`src/rtl/psc_trigger_pkg.sv`:
```
// Shared definitions for the PSC trigger broadcaster.
// Holds the fixed frame bytes, the frame length, the sequencer state type
// and the checksum helper used to build the final byte of the frame.
package psc_trigger_pkg;

    // Fixed bytes of the "execute function" broadcast frame.
    localparam logic [7:0]  ADDR_BCAST = 8'hFF;
    localparam logic [7:0]  CMD_EXEC   = 8'h50;
    localparam logic [7:0]  SIZE_HI    = 8'h00;
    localparam logic [7:0]  SIZE_LO    = 8'h01;
    localparam int unsigned FRAME_LEN  = 6;

    typedef enum logic {
        StIdle,
        StSend
    } state_e;

    // Two's-complement checksum: all six frame bytes sum to zero mod 256.
    function automatic logic [7:0] frame_checksum(input logic [7:0] func_id);
        logic [7:0] sum;
        sum = ADDR_BCAST + CMD_EXEC + SIZE_HI + SIZE_LO + func_id;
        return 8'(8'h00 - sum);
    endfunction

endpackage

```
`src/rtl/psc_uart_tx.sv`:
```
// 8N1 serial transmitter with a bit-rate divider.
//
// Ports:
//   clk    system clock, rising edge
//   reset  asynchronous active-low reset
//   start  load request for data; sampled only while busy is low
//   data   byte to send, LSB first
//   busy   high while a byte is in flight; rises the cycle after start
//   tx     registered serial line, idle high
//
// busy drops during the final cycle of the stop bit so that a start issued
// in that cycle puts the next start bit on the line with no idle gap.
module psc_uart_tx #(
    parameter int unsigned CLK_DIV = 8
) (
    input  logic       clk,
    input  logic       reset,
    input  logic       start,
    input  logic [7:0] data,
    output logic       busy,
    output logic       tx
);

    localparam int unsigned     DIV_W    = (CLK_DIV > 1) ? $clog2(CLK_DIV) : 1;
    localparam logic [DIV_W-1:0] DIV_LAST = DIV_W'(CLK_DIV - 1);
    localparam logic [3:0]      BIT_LAST = 4'd9;

    logic             active_q, active_d;
    logic             tx_q, tx_d;
    // Bits still to be sent after the current one (data then stop bit).
    logic [8:0]       shift_q, shift_d;
    logic [DIV_W-1:0] div_cnt_q, div_cnt_d;
    logic [3:0]       bit_cnt_q, bit_cnt_d;
    logic             bit_end;
    logic             last_cycle;

    assign bit_end    = (div_cnt_q == DIV_LAST);
    assign last_cycle = active_q && bit_end && (bit_cnt_q == BIT_LAST);
    assign busy       = active_q && !last_cycle;
    assign tx         = tx_q;

    always_comb begin
        active_d  = active_q;
        tx_d      = tx_q;
        shift_d   = shift_q;
        div_cnt_d = div_cnt_q;
        bit_cnt_d = bit_cnt_q;
        if (start && !busy) begin
            active_d  = 1'b1;
            tx_d      = 1'b0;
            shift_d   = {1'b1, data};
            div_cnt_d = '0;
            bit_cnt_d = '0;
        end else if (active_q) begin
            if (bit_end) begin
                div_cnt_d = '0;
                if (bit_cnt_q == BIT_LAST) begin
                    active_d = 1'b0;
                    tx_d     = 1'b1;
                end else begin
                    bit_cnt_d = bit_cnt_q + 4'd1;
                    tx_d      = shift_q[0];
                    shift_d   = {1'b1, shift_q[8:1]};
                end
            end else begin
                div_cnt_d = div_cnt_q + 1'b1;
            end
        end
    end

    always_ff @(posedge clk or negedge reset) begin
        if (!reset) begin
            active_q  <= 1'b0;
            tx_q      <= 1'b1;
            shift_q   <= '1;
            div_cnt_q <= '0;
            bit_cnt_q <= '0;
        end else begin
            active_q  <= active_d;
            tx_q      <= tx_d;
            shift_q   <= shift_d;
            div_cnt_q <= div_cnt_d;
            bit_cnt_q <= bit_cnt_d;
        end
    end

endmodule

```
`src/rtl/psc_trigger.sv`:
```
// EVR trigger to PSC broadcast command converter.
// A falling edge on the (asynchronous, active-low) EVR trigger sends one
// fixed 6-byte "execute function" frame on the serial TX line.
//
// Parameters:
//   CLK_DIV  clock cycles per serial bit (>= 2)
//   FUNC_ID  function-ID byte carried in the frame
// Ports:
//   clk          system clock, rising edge
//   reset        asynchronous active-low reset
//   evr_trigger  asynchronous trigger input, idle high, active low
//   psc_output   serial TX line to the RS-485 driver, idle high
module psc_trigger
    import psc_trigger_pkg::*;
#(
    parameter int unsigned CLK_DIV = 8,
    parameter logic [7:0]  FUNC_ID = 8'h00
) (
    input  logic clk,
    input  logic reset,
    input  logic evr_trigger,
    output logic psc_output
);

    localparam logic [7:0] CHECKSUM  = frame_checksum(FUNC_ID);
    localparam logic [2:0] LAST_IDX  = 3'(FRAME_LEN);

    logic [1:0] sync_q;
    logic       prev_q;
    logic       trig_event;

    state_e     state_q, state_d;
    logic [2:0] byte_idx_q, byte_idx_d;
    logic       tx_start;
    logic [7:0] tx_byte;
    logic       tx_busy;

    // Two-flop synchronizer plus previous-value register, all idling high so
    // that reset release never looks like a falling edge on an idle input.
    always_ff @(posedge clk or negedge reset) begin
        if (!reset) begin
            sync_q <= 2'b11;
            prev_q <= 1'b1;
        end else begin
            sync_q <= {sync_q[0], evr_trigger};
            prev_q <= sync_q[1];
        end
    end

    assign trig_event = !sync_q[1] && prev_q;

    // State register.
    always_ff @(posedge clk or negedge reset) begin
        if (!reset) begin
            state_q <= StIdle;
        end else begin
            state_q <= state_d;
        end
    end

    // Next-state logic; triggers seen while sending are simply dropped.
    always_comb begin
        state_d = state_q;
        unique case (state_q)
            StIdle: if (trig_event) state_d = StSend;
            StSend: if (!tx_busy && (byte_idx_q == LAST_IDX)) state_d = StIdle;
            default: state_d = StIdle;
        endcase
    end

    // Outputs: hand the transmitter a new byte whenever it can accept one.
    always_comb begin
        tx_start = (state_q == StSend) && !tx_busy && (byte_idx_q != LAST_IDX);
        unique case (byte_idx_q)
            3'd0:    tx_byte = ADDR_BCAST;
            3'd1:    tx_byte = CMD_EXEC;
            3'd2:    tx_byte = SIZE_HI;
            3'd3:    tx_byte = SIZE_LO;
            3'd4:    tx_byte = FUNC_ID;
            3'd5:    tx_byte = CHECKSUM;
            default: tx_byte = 8'hFF;
        endcase
    end

    // Byte index: advances on each accepted byte, cleared while idle.
    always_comb begin
        byte_idx_d = byte_idx_q;
        if (state_q == StIdle) begin
            byte_idx_d = '0;
        end else if (tx_start) begin
            byte_idx_d = byte_idx_q + 3'd1;
        end
    end

    always_ff @(posedge clk or negedge reset) begin
        if (!reset) begin
            byte_idx_q <= '0;
        end else begin
            byte_idx_q <= byte_idx_d;
        end
    end

    psc_uart_tx #(
        .CLK_DIV(CLK_DIV)
    ) u_uart_tx (
        .clk  (clk),
        .reset(reset),
        .start(tx_start),
        .data (tx_byte),
        .busy (tx_busy),
        .tx   (psc_output)
    );

endmodule

```
`config.mk`:
```
export PLATFORM = sky130hd
export DESIGN_NAME = psc_trigger
export DESIGN_NICKNAME = d
export VERILOG_FILES = /design/src/rtl/psc_trigger_pkg.sv /design/src/rtl/psc_uart_tx.sv /design/src/rtl/psc_trigger.sv
export SDC_FILE = /design/constraint.sdc
export NUM_CORES = 1
export LEC_CHECK = 0
export ABC_AREA = 0
export CORE_MARGIN = 4
export CORE_UTILIZATION = 48
export CTS_CLUSTER_DIAMETER = 200
export DETAILED_ROUTE_END_ITERATION = 8
export PLACE_DENSITY_LB_ADDON = 0.2
export SYNTH_ARGS = -nofsm -noshare
export SYNTH_HDL_FRONTEND = slang
export SYNTH_SLANG_ARGS = --single-unit
```
`constraint.sdc`:
```
create_clock -name clk -period 1.6 [get_ports clk]
set_clock_uncertainty 0.05 [all_clocks]
set_input_delay 0.4 -clock clk [delete_from_list [all_inputs] [get_ports clk]]
set_output_delay 0.4 -clock clk [all_outputs]
set_load 0.01 [all_outputs]
```
Yosys cells after proc, flatten, opt, wreduce, memory -nomap -nowiden --
Cells that the tools add are included.
Storage, ports and cells: bits in registers 25, output and inout bits 1
Cells by class: add/subtract/negate cells 3, eq/ne operators 11, multiplexer cells 25, bitwise gates (word level) 1, reductions and logical operators 16
Operator list (count):
- $mux 9 | 4
- $pmux 8 s4 | 1
- $mux 4 | 4
- $mux 3 | 5
- $eq 3x3->1 const B | 4
- $mux 1 | 10
- $logic_and 1x1->1 | 8
- $add 3x1->3 const B | 2
- $eq 3x2->1 const B | 2
- $add 4x1->4 const B | 1
- $eq 4x4->1 const B | 1
- $reduce_bool 2->1 | 2
- $eq 3x1->1 const B | 1
- $logic_not 1->1 | 3
- $ne 3x3->1 const B | 1
- $reduce_and 3->1 | 1
- $ne 2x1->1 const B | 1
- $ne 2x2->1 const B | 1
- $pmux 1 s2 | 1
- $reduce_and 2->1 | 1
- $reduce_or 2->1 | 1
- $not 1->1 | 1

Depth between registers and ports, before layout --
Gate-level depths: netlist of run 1.
word-level depth 11, mapped depth 8, gate-level depth less buffers 6

Cells and area by module --
Synthesis of run 1 repeated with hierarchy kept, for this count alone.
Unflattened totals: cells, all modules 115, area total of the unflattened synthesis 1320.0 µm²
By module, submodules not included:
- psc_uart_tx | times used 1, cells an instance 75, area each 892.1 µm²
- psc_trigger | times used 1, cells an instance 40, area each 427.9 µm²

Worst setup path after synthesis of run 1 --
No wires, ideal clock.
kind flip-flop to flip-flop, from register byte_idx_q[0], to register byte_idx_q[2], setup time 121 ps, arrival 1499 ps, setup slack -70 ps, cell stages (with the launch flop) 9, buffers on the path 2, cells stage by stage dfrtp_1 -> inv_1 -> ha_1 -> a21bo_1 -> buf_6 -> a21o_4 -> buf_6 -> nand3_1 -> o21ai_1
On the way: word-level cells in the longest chain between the ends 3
RTL lines:
- from (decl) | RTL line psc_trigger.sv:33 | logic [2:0] byte_idx_q, byte_idx_d;
- from (signal assigned) | RTL line psc_trigger.sv:99 | byte_idx_q <= byte_idx_d;
- $add 3x1->3 / $ne 3x3->1 (equally long branches) | RTL line psc_trigger.sv:91, psc_trigger.sv:73
- $mux 3 / $logic_and 1x1->1 (equally long branches) | RTL line psc_trigger.sv:90, psc_trigger.sv:73
- $mux 3 / $ne 2x1->1 (equally long branches)
Parallel ways exist; a longest one is shown, timed or not. The select of a mux whose other input is x is not followed. A chain may end at the register's enable or synchronous reset.

Worst setup path after layout of run 1 --
from register u_uart_tx.div_cnt_q[1], to register u_uart_tx.shift_q[6]
On the way: word-level cells in the longest chain between the ends 11
RTL lines:
- from (decl) | RTL line psc_uart_tx.sv:32 | logic [DIV_W-1:0] div_cnt_q, div_cnt_d;
- from (signal assigned) | RTL line psc_uart_tx.sv:82 | div_cnt_q <= div_cnt_d;
- $eq 3x3->1 (*) | RTL line psc_uart_tx.sv:37 | assign bit_end = (div_cnt_q == DIV_LAST);
- $logic_and 1x1->1 (2 in a row) | RTL line psc_uart_tx.sv:38 | assign last_cycle = active_q && bit_end && (bit_cnt_q == BIT_LAST);
- $logic_not 1->1 | RTL line psc_uart_tx.sv:39 | assign busy = active_q && !last_cycle;
- $logic_and 1x1->1 | RTL line psc_uart_tx.sv:39
- $logic_not 1->1 | RTL line psc_uart_tx.sv:48, psc_trigger.sv:73
- $logic_and 1x1->1 (2 in a row) | RTL line psc_trigger.sv:73 | tx_start = (state_q == StSend) && !tx_busy && (byte_idx_q != LAST_IDX);
- $logic_and 1x1->1 | RTL line psc_uart_tx.sv:48 | if (start && !busy) begin
- $ne 2x2->1 (no source line) / $reduce_bool 2->1 (equally long branches)
- $reduce_and 3->1 (no source line)
- to (signal assigned) | RTL line psc_uart_tx.sv:81 | shift_q <= shift_d;
- to (decl) | RTL line psc_uart_tx.sv:31 | logic [8:0] shift_q, shift_d;
Every way passes the cells marked *; elsewhere a longest branch is shown, timed or not.

==> run metrics, run 1 <==
GP Congestion=0.802; Worst-Skew Late Latency=0.31 ns; unrepaired setup endpoints after global routing=true; Syn Nets=136; Die X=58.9 um; total global-route track usage=15.4%; power consumption=2.24 mW; Clk pwr share=12.2%; Vias=939; failing checks=setup timing; CP Cell Sequence=ha_2, ha_4, nand4b_1, a21o_4, a221oi_2, a31oi_4; Die Ht=58.9 um; maximum vdd drop=841 uV; DRC Markers=0; area delta synth->final=29.6%; antenna violations before repair=0; H-tree levels=1; Power Dens Cells=1390 nW/um^2; layout cells sized above 1=43.0%; status=finished, violations left; Setup Viol. Count Final=8; Netlist cell types=33; final hold viol count=0; I/O pin total=4; Setup Crit Path Kind=flip-flop to flip-flop; highest clock rate=609 MHz; Routed Antenna Nets=0; ant diodes=0; number of global-route vias before repair=952; largest net degree at the start of global routing=25; leak pwr=0.654 nW; Met2 Wirelength=1380 um; Arr. time, crit path=1.84 ns; most frequent cells in the layout=22 x nand2_1, 12 x dfstp_2, 11 x dfrtp_1, 11 x buf_4; hold buffers post-CTS=0; DPL Wire Length=1700 um; root buffer cell=clkbuf_4; part of the power in registers=43.9%; Worst Max-Slew Pin Slew=0.506 ns; Slowest cell on crit path=dfrtp_1; cell family with most CP delay=compound AO/OA/AOI/OAI gates; Post-Syn Instances=124; grt ovf=0; Post-Place Worst Slack=-0.0549 ns; met1 wire length=1140 um; element type at the critical path start=flip-flop; Final #Nets=155; Die ar.=3470 sq um; slowest stage delay, CP=0.39 ns; Internal=1.44 mW; TritonCTS clock tree=done; Critical Path RT=1.80 ns; Synth Register Bits=24; Period Utilization, post-route=103%; clock sinks=24; Iter 0 DRT Violations=32; Syn. warnings=0; area of the core=2480 sq um; Switch Pwr=796 uW; first-pass GRT wire length=4110 um; worst-path maximum fanout=5; mapped cell area=1240 sq um; # rows=18; post-route setup slack=-0.0409 ns; worst path buffer plus inverter count=0; crit end category=flip-flop; vias per cell=5.46; port bufs=3; aggregate routed wire length=2580 um; Max Cap Viol=0; first drt pass iteration count=4; top layer in use=met4; combinational share of power=43.8%; clock-pin slew on the worst setup and hold paths=0.13 ns; max-slew violation count=0; Final min period=1.64 ns; Mapped Avg Cell Area=10.0 sq um; switching share of power=35.5%; most common cell after layout, fill and taps aside=nand2_1; WL met3=47 um; Worst Hold Class=flip-flop to flip-flop; cts bufs inserted=3; CTS Buffer Depth=2; post-synthesis sequential area ratio=49.4%; Max-Slew Margin vs Limit=66.2%; DR WL/cell=15.0 um; Initial Utilization=50.3%
cells in the mapped netlist, drive strengths merged:
cell type / number / area, sq um
buf: 5 / 37.5
a22oi: 1 / 7.51
nor2: 5 / 18.8
nand2: 23 / 86.3
mux2i: 2 / 20.0
nor4: 1 / 12.5
a22o: 1 / 10.0
nand4b: 1 / 8.76
dfstp: 12 / 315
a41oi: 1 / 8.76
a2bb2oi: 1 / 8.76
a221oi: 1 / 8.76
nand2b: 2 / 12.5
and2: 1 / 7.51
or3: 1 / 6.26
o211ai: 1 / 7.51
a21oi: 5 / 28.8
a21o: 2 / 22.5
ha: 9 / 113
nor3: 3 / 15.0
nand3b: 1 / 7.51
xnor2: 2 / 17.5
a21bo: 1 / 10.0
nand3: 6 / 30.0
inv: 7 / 26.3
nor2b: 3 / 18.8
dfrtp: 12 / 300
o21ai: 7 / 35.0
a31oi: 7 / 43.8
metrics by stage:
step	instances	TNS, ns	area [sq um]	utilization (%)	hold WS, ns
floorplan	124	0	1260	-	0.0544
global placement	163	0	1370	55.3	0.297
detailed placement	163	-0.203	1370	55.3	0.298
CTS	168	-0.0218	1430	57.6	0.317
global route	172	-1.17	1610	65.2	0.328
finish	172	-0.193	1610	65.2	0.315
final cells by class:
cell class	count	area, sq um
flip-flops and latches	24	617
inverters	7	26.3
repair buffers	18	153
multi-input cells	89	754
well taps	30	37.5
fillers	200	863
clock buffers	4	26.3
power by group through the flow:
stage | Sequential, mW | Combinational [mW] | Clock, mW
2_1_floorplan | 0.978 | 0.490 | 0
3_3_place_gp | 0.975 | 0.706 | 0
3_5_place_dp | 0.987 | 0.738 | 0
4_1_cts | 0.976 | 0.767 | 0.289
5_1_grt | 1.01 | 1.10 | 0.317
6_report | 0.984 | 0.982 | 0.274
per-layer routing:
| layer | vias to the layer above | global-route usage (%) |
|---|---|---|
| met5 | - | 0 |
| met4 | 0 | 5.83 |
| met3 | 2 | 2.63 |
| met2 | 7 | 27.4 |
| met1 | 463 | 18.3 |
| li1 | 467 | - |
sequential cells by signal (all words and copies together) (netlist names):
signal	cells
u_uart_tx.bit_cnt_q	4
prev_q	1
byte_idx_q	3
u_uart_tx.tx	1
sync_q	2
u_uart_tx.active_q	1
u_uart_tx.div_cnt_q	3
state_q	1
u_uart_tx.shift_q	8
path summary, 6_finish.rpt:
| kind | endpoint | cells past startpoint | start | slack [ns] |
|---|---|---|---|---|
| setup / recovery | u_uart_tx.shift_q[6] | 6 | u_uart_tx.div_cnt_q[1] | -0.04 |
| hold / removal | sync_q[1] | 0 | sync_q[0] | 0.31 |
| setup reg to reg | u_uart_tx.shift_q[6] | 6 | u_uart_tx.div_cnt_q[1] | -0.04 |
| hold reg to reg | sync_q[1] | 0 | sync_q[0] | 0.31 |
| max in group asynchronous | u_uart_tx.shift_q[3] | 2 | reset | 0.83 |
| min in group asynchronous | u_uart_tx.bit_cnt_q[3] | 2 | reset | 0.39 |
logic make-up (layout without fill, tap and decap cells):
group | count (synthesis) | in the layout | share of synthesized area [%]
AO/OA/AOI/OAI | 28 | 29 | 15.4
XOR/XNOR | 2 | 2 | 1.41
adder cells (fa/ha/maj) | 9 | 9 | 9.05
buffers and inverters | 12 | 29 | 5.13
flip-flops | 24 | 24 | 49.4
multiplexers | 2 | 2 | 1.61
AND/OR/NAND/NOR | 47 | 47 | 18.0
repair_timing:
action                     CTS  global route
pin swaps                    3             9
setup endpoints to repair   12            16
gates cloned                 0             1
setup buffers                1             3
gates resized for setup      6            33
Note: power is estimated with default switching activity, not from simulation.
==> inputs of run 2 (changes only) <==
--- a/config.mk
+++ b/config.mk
@@ -11,6 +11,7 @@
 export CTS_CLUSTER_DIAMETER = 200
 export DETAILED_ROUTE_END_ITERATION = 8
 export PLACE_DENSITY_LB_ADDON = 0.2
+export REMOVE_ABC_BUFFERS = 1
 export SYNTH_ARGS = -nofsm -noshare
 export SYNTH_HDL_FRONTEND = slang
 export SYNTH_SLANG_ARGS = --single-unit
==> run 2 against run 1 <==
The run still ends with setup timing left; clock-buffer cell count unchanged; via count increased by 4.9%; maximum frequency shrank 1.3%; cell count increased by 2.9%; sequential share of layout area grew 1.1 points; sequential cell count unchanged; first-iteration DRC count decreased by 41%; largest cell class unchanged.
==> run metrics, run 2 (synthesis gave the netlist of run 1 again) <==
element type at the critical path start=flip-flop; root buffer cell=clkbuf_4; DR WL/cell=14.8 um (-1.8%); ant diodes=0 (unchanged); Die X=58.9 um (unchanged); Vias=985 (+4.9%); Die Ht=58.9 um (unchanged); port bufs=3 (unchanged); grt ovf=0 (unchanged); Power Dens Cells=1410 nW/um^2 (+1.5%); area of the core=2480 sq um (unchanged); Setup Viol. Count Final=10 (+2); max FFs per register=8 (unchanged); Period Utilization, post-route=104% (+1.4 points); Arr. time, crit path=1.87 ns (+0.03 ns); Worst Hold Class=flip-flop to flip-flop; Worst Max-Slew Pin Slew=0.441 ns (-0.0650 ns); highest clock rate=601 MHz (-1.3%); Final #Nets=160 (+3.2%); largest net degree at the start of global routing=25 (unchanged); status=finished, violations left; WHS=0.318 ns (+0.00307 ns); Die ar.=3470 sq um (unchanged); aggregate routed wire length=2610 um (+1.0%); first-pass GRT wire length=4200 um (+2.0%); leak pwr=0.655 nW (+0.13%); layout cells sized above 1=39.5% (-3.5 points); Setup Crit Path Kind=flip-flop to flip-flop; Critical Path RT=1.80 ns (about the same); unrepaired setup endpoints after global routing=true; hold buffers post-CTS=0 (unchanged); Final min period=1.66 ns (+0.0219 ns); first drt pass iteration count=4 (unchanged); final hold viol count=0 (unchanged); Routed Antenna Nets=0 (unchanged); failing checks=setup timing; I/O pin total=4 (unchanged); antenna violations before repair=0 (unchanged); most common cell after layout, fill and taps aside=nand2_1; Top Registers=u_uart_tx.shift_q: 8 flops, u_uart_tx.bit_cnt_q: 4 flops; Max Cap Viol=0 (unchanged); Iter 0 DRT Violations=19 (-41%); Biggest register=u_uart_tx.shift_q; area delta synth->final=25.8%; most frequent cells in the layout=19 x nand2_1, 18 x buf_4, 12 x dfrtp_1, 12 x dfstp_2; Worst-Skew Late Latency=0.32 ns (about the same); Initial Utilization=50.3% (unchanged); worst-path maximum fanout=5 (unchanged); CTS Buffer Depth=2 (unchanged); max-slew violation count=0 (unchanged); cts bufs inserted=3 (unchanged); vias per cell=5.56 (+1.9%); DPL Wire Length=1730 um (+1.6%); DRC Markers=0 (unchanged); post-route setup slack=-0.0628 ns (-0.0219 ns); TritonCTS clock tree=done; maximum vdd drop=752 uV (-11%); power consumption=2.21 mW (-1.5%); Max-Slew Margin vs Limit=70.6% (+4.3 points); GP Congestion=0.792 (-1.2%); clock-pin slew on the worst setup and hold paths=0.13 ns (about the same); clock sinks=24 (unchanged); total global-route track usage=16.1% (+0.69 points); H-tree levels=1 (unchanged); number of global-route vias before repair=906 (-4.8%); # rows=18 (unchanged); crit end category=flip-flop
-- run 2: cell count changes in the layout (fill, tap and decap cells not counted), moves of 2 or more --
cell / previous run / this run
nand2_1: 22 / 19
nor2_1: 3 / 5
nand2_2: 0 / 4
a31oi_2: 2 / 0
a31oi_1: 2 / 5
nor3_1: 1 / 3
buf_4: 11 / 18
buf_6: 4 / 2
nor2_2: 2 / 0
-- run 2: worst max-delay path, cell delays in order, from the launching register on --
cell and delay (ns):
dfrtp_1 0.39, ha_2 0.20, ha_4 0.12, nand4b_1 0.20, a21o_4 0.32, a221oi_2 0.28, a31oi_4 0.04
-- run 2: timing repair --
item                                    in CTS  in global routing
pin swaps                                    2                  6
gates cloned                                 0                  1
buffers inserted                             1                  1
gates resized for setup                      6                 19
endpoints found under the setup margin      12                 17
-- run 2: final timing paths --
kind,from,to,slack [ns],depth (start not counted)
min,sync_q[0],sync_q[1],0.32,0
max,u_uart_tx.div_cnt_q[1],u_uart_tx.shift_q[6],-0.06,6
min in group asynchronous,reset,u_uart_tx.bit_cnt_q[2],0.37,2
max reg2reg,u_uart_tx.div_cnt_q[1],u_uart_tx.shift_q[6],-0.06,6
min reg2reg,sync_q[0],sync_q[1],0.32,0
max in group asynchronous,reset,u_uart_tx.shift_q[3],0.84,2
-- run 2: power breakdown --
| group | switching [mW] | leakage, nW | total, mW | internal (mW) |
|---|---|---|---|---|
| Combinational | 0.462 | 0.370 | 0.939 | 0.478 |
| Sequential | 0.124 | 0.271 | 0.985 | 0.861 |
| Clock | 0.186 | 0.0150 | 0.283 | 0.0977 |
| Total | 0.771 | 0.655 | 2.21 | 1.44 |
-- run 2: final cells by class --
| type | count | area, sq um |
|---|---|---|
| clock buffers | 4 | 26.3 |
| well taps | 30 | 37.5 |
| inverters | 7 | 26.3 |
| multi-input cells | 89 | 678 |
| repair buffers | 23 | 183 |
| fillers | 207 | 911 |
| flip-flops and latches | 24 | 616 |
-- run 2: routing by layer --
layer  up-vias  global-route usage (%)  wire length, um
li1        480                       -                -
met1       485                    23.5             1300
met2        15                    24.0             1200
met3         5                    2.63               73
met4         0                    5.83               38
met5         -                       0                0
-- run 2: stage by stage --
stage	area, sq um	setup WS (ns)	TNS, ns	instances	util, %
finish	1570	-0.0628	-0.212	177	63.2
floorplan	1210	-0.0699	-0.112	119	-
global route	1570	-0.117	-0.955	177	63.2
detailed placement	1410	-0.00907	-0.0154	170	56.9
CTS	1470	-0.00460	-0.00807	175	59.2
global placement	1410	-0.0570	-0.0570	170	56.9
==> inputs of run 3 (changes only) <==
--- a/config.mk
+++ b/config.mk
@@ -6,6 +6,7 @@
 export NUM_CORES = 1
 export LEC_CHECK = 0
 export ABC_AREA = 0
+export ABC_CLOCK_PERIOD_IN_PS = 2120
 export CORE_MARGIN = 4
 export CORE_UTILIZATION = 48
 export CTS_CLUSTER_DIAMETER = 200
@@ -14,4 +15,5 @@
 export REMOVE_ABC_BUFFERS = 1
 export SYNTH_ARGS = -nofsm -noshare
 export SYNTH_HDL_FRONTEND = slang
+export SYNTH_HIERARCHICAL = 1
 export SYNTH_SLANG_ARGS = --single-unit
==> constraint.sdc (replaced) <==
create_clock -name clk -period 2.12 [get_ports clk]
set_clock_uncertainty 0.05 [all_clocks]
set_input_delay 0.53 -clock clk [delete_from_list [all_inputs] [get_ports clk]]
set_output_delay 0.53 -clock clk [all_outputs]
set_load 0.01 [all_outputs]
==> run 3 against run 2 <==
The flow still finishes with violations (setup timing); critical path depth grew 3; first-iteration DRC count is 120% higher; setup slack worse by 0.098 ns; sequential cell count unchanged; critical path type unchanged; critical endpoint is now u_uart_tx/bit_cnt_q[3]; largest cell class unchanged.
==> run metrics, run 3 <==
Die ar.=3650 sq um (+5.2%); mux contribution to synthesized area=3.13% (+1.5 points); Die X=60.4 um (+2.6%); Final min period=2.28 ns (+0.618 ns); Setup Crit Path Kind=flip-flop to flip-flop; Worst Max-Slew Pin Slew=0.387 ns (-0.0546 ns); grt ovf=0 (unchanged); Biggest register=u_uart_tx/shift_q; post-synthesis sequential area ratio=46.6% (-2.8 points); mapped cell area=1320 sq um (+6.0%); clock sinks=24 (unchanged); most common cell after layout, fill and taps aside=buf_4; top layer in use=met4; I/O pin total=4 (unchanged); Final #Nets=156 (-2.5%); Post-Syn Instances=115 (-7.3%); root buffer cell=clkbuf_4; layout cells sized above 1=41.3% (+1.8 points); Filler Cell Count=196 (-5.3%); max-slew violation count=0 (unchanged); cts bufs inserted=3 (unchanged); worst-path maximum fanout=5 (unchanged); DPL Wire Length=1830 um (+6.1%); Worst Hold Class=flip-flop to flip-flop; most area-hungry cell type in the Yosys netlist=dfstp_2; port bufs=3 (unchanged); Worst-Skew Late Latency=0.31 ns (about the same); Critical Path RT=2.29 ns (+0.49 ns); Max Cap Viol=0 (unchanged); Synth Register Bits=24 (unchanged); CTS Buffer Depth=2 (unchanged); area delta synth->final=27.6%; WL met3=91 um (+25%); highest clock rate=438 MHz (-27%); post-synthesis adder-cell area fraction=8.53% (-0.51 points); Finished Cell Area=1680 sq um (+7.5%); H-tree levels=1 (unchanged); Netlist cell types=41 (+24%); synth top area cells=dfstp_2 24%, dfrtp_1 23%, ha_1 8.5%; post-route setup slack=-0.161 ns (-0.0981 ns); DR WL/cell=15.9 um (+7.6%); antenna violations before repair=0 (unchanged); max FFs per register=8 (unchanged); area of the core=2540 sq um (+2.7%); total global-route track usage=16.7% (+0.65 points); DRC Markers=0 (unchanged); Post-Synth Simple-Gate Area=17.7% (-0.26 points); maximum vdd drop=864 uV (+15%); TritonCTS clock tree=done; Initial Utilization=51.9% (+1.6 points); Die Ht=60.4 um (+2.6%); number of global-route vias before repair=1028 (+13%); failing checks=setup timing; # rows=18 (unchanged); Vias=1013 (+2.8%); first-pass GRT wire length=4590 um (+9.4%); status=finished, violations left; largest net degree at the start of global routing=25 (unchanged); vias per cell=5.86 (+5.2%); largest family of logic cells by synthesized area=compound AO/OA/AOI/OAI gates; Arr. time, crit path=2.45 ns (+0.58 ns); Period Utilization, post-route=108% (+3.7 points); final hold viol count=0 (unchanged); first drt pass iteration count=7 (+3); ant diodes=0 (unchanged); element type at the critical path start=flip-flop; Setup Viol. Count Final=11 (+1); most frequent cells in the layout=22 x buf_4, 12 x dfrtp_1, 12 x dfstp_2; placed instance area=1510 sq um (+6.8%); asr flop ratio synth=100% (unchanged); flop2flop setup slack=-0.16 ns (-0.10 ns); Finished Core Util=66.2% (+2.9 points); Met2 Wirelength=1400 um (+17%); Max-Slew Margin vs Limit=74.0% (+3.4 points); hold buffers post-CTS=0 (unchanged); top cells by count, synth=12 x dfrtp_1, 12 x dfstp_2, 10 x inv_1; Top Registers=u_uart_tx/shift_q: 8 flops, u_uart_tx/bit_cnt_q: 4 flops; ys flop type=dfstp_2; Routed Antenna Nets=0 (unchanged); Syn. warnings=6 (+6); unrepaired setup endpoints after global routing=true; aggregate routed wire length=2750 um (+5.1%); Iter 0 DRT Violations=42 (+23); met1 wire length=1200 um (-7.9%); XOR/XNOR Fraction of Synth Area=0% (-1.4 points); clock-pin slew on the worst setup and hold paths=0.12 ns (about the same); leak pwr=0.706 nW (+7.7%); Mapped Avg Cell Area=11.5 sq um (+14%); Post-synth EDFFs=0 (unchanged); compound-cell area share of the yosys netlist=18.6% (+3.2 points); Yosys top cell area share=23.9% (-1.4 points); GP Congestion=0.801 (+1.1%); Power Dens Cells=1240 nW/um^2 (-12%); crit end category=flip-flop
run 3: changes by cell type after synthesis, sizes merged, moves of 4 or more:
| cell | delta |
|---|---|
| a221o | +7 |
| nor2 | -4 |
| nor3b | +6 |
| nand3 | -4 |
| nand2 | -19 |
| a31oi | -6 |
run 3: logic make-up (layout without fill, tap and decap cells):
logic type / Yosys count / count (layout)
AND/OR/NAND/NOR: 35 / 35
AO/OA/AOI/OAI: 29 / 29
flip-flops: 24 / 24
buffers and inverters: 14 / 42
adder cells (fa/ha/maj): 9 / 9
multiplexers: 4 / 4
run 3: repair_timing:
item / in CTS / in global routing
cloned: 1 / 0
pin swaps: 6 / 7
buffers inserted: 4 / 3
gates resized for setup: 12 / 3
setup endpoints to repair: 13 / 13
run 3: worst paths after layout:
kind / startpoint / endpoint / cells after the start
hold / removal: sync_q[0] / sync_q[1] / 0
hold reg to reg: sync_q[0] / sync_q[1] / 0
max in group asynchronous: reset / sync_q[1] / 2
min in group asynchronous: reset / u_uart_tx/bit_cnt_q[0] / 2
setup / recovery: u_uart_tx/div_cnt_q[0] / u_uart_tx/bit_cnt_q[3] / 9
setup reg to reg: u_uart_tx/div_cnt_q[0] / u_uart_tx/bit_cnt_q[3] / 9
run 3: layout make-up:
class / count / area (sq um) / share of cell area, %
clock buffers: 4 / 36.3 / 2.15
inverters: 10 / 37.5 / 2.23
multi-input cells: 77 / 694 / 41.2
flip-flops and latches: 24 / 616 / 36.6
well taps: 30 / 37.5 / 2.23
repair buffers: 28 / 263 / 15.6
run 3: report_power, final:
group | internal [mW] | total, mW | switching, mW
combinational | 0.584 | 1.06 | 0.474
sequential | 0.675 | 0.798 | 0.123
clock | 0.105 | 0.235 | 0.130
total | 1.36 | 2.09 | 0.727
run 3: critical path, stage by stage (launching register included):
cell,delay [ns]
dfrtp_1,0.41
ha_2,0.20
ha_4,0.16
nand4b_1,0.12
and2_4,0.17
a21oi_4,0.03
and2_4,0.19
nor4bb_4,0.39
nor3_1,0.15
a2111oi_4,0.31
run 3: stage by stage:
step	power [mW]	hold WS (ns)	cells	setup TNS [ns]	setup slack, ns
3_5_place_dp	1.69	0.300	161	-2.45	-0.284
4_1_cts	2.06	0.323	170	-1.11	-0.127
5_1_grt	2.25	0.327	173	-2.77	-0.273
3_3_place_gp	1.64	0.302	161	-1.29	-0.161
6_report	2.09	0.320	173	-1.46	-0.161
2_1_floorplan	1.35	0.184	111	-3.47	-0.391
run 3: per-layer routing:
layer	track usage [%]	vias to the layer above
met1	19.9	506
li1	-	477
met2	28.5	22
met5	0	-
met4	6.50	0
met3	4.89	8
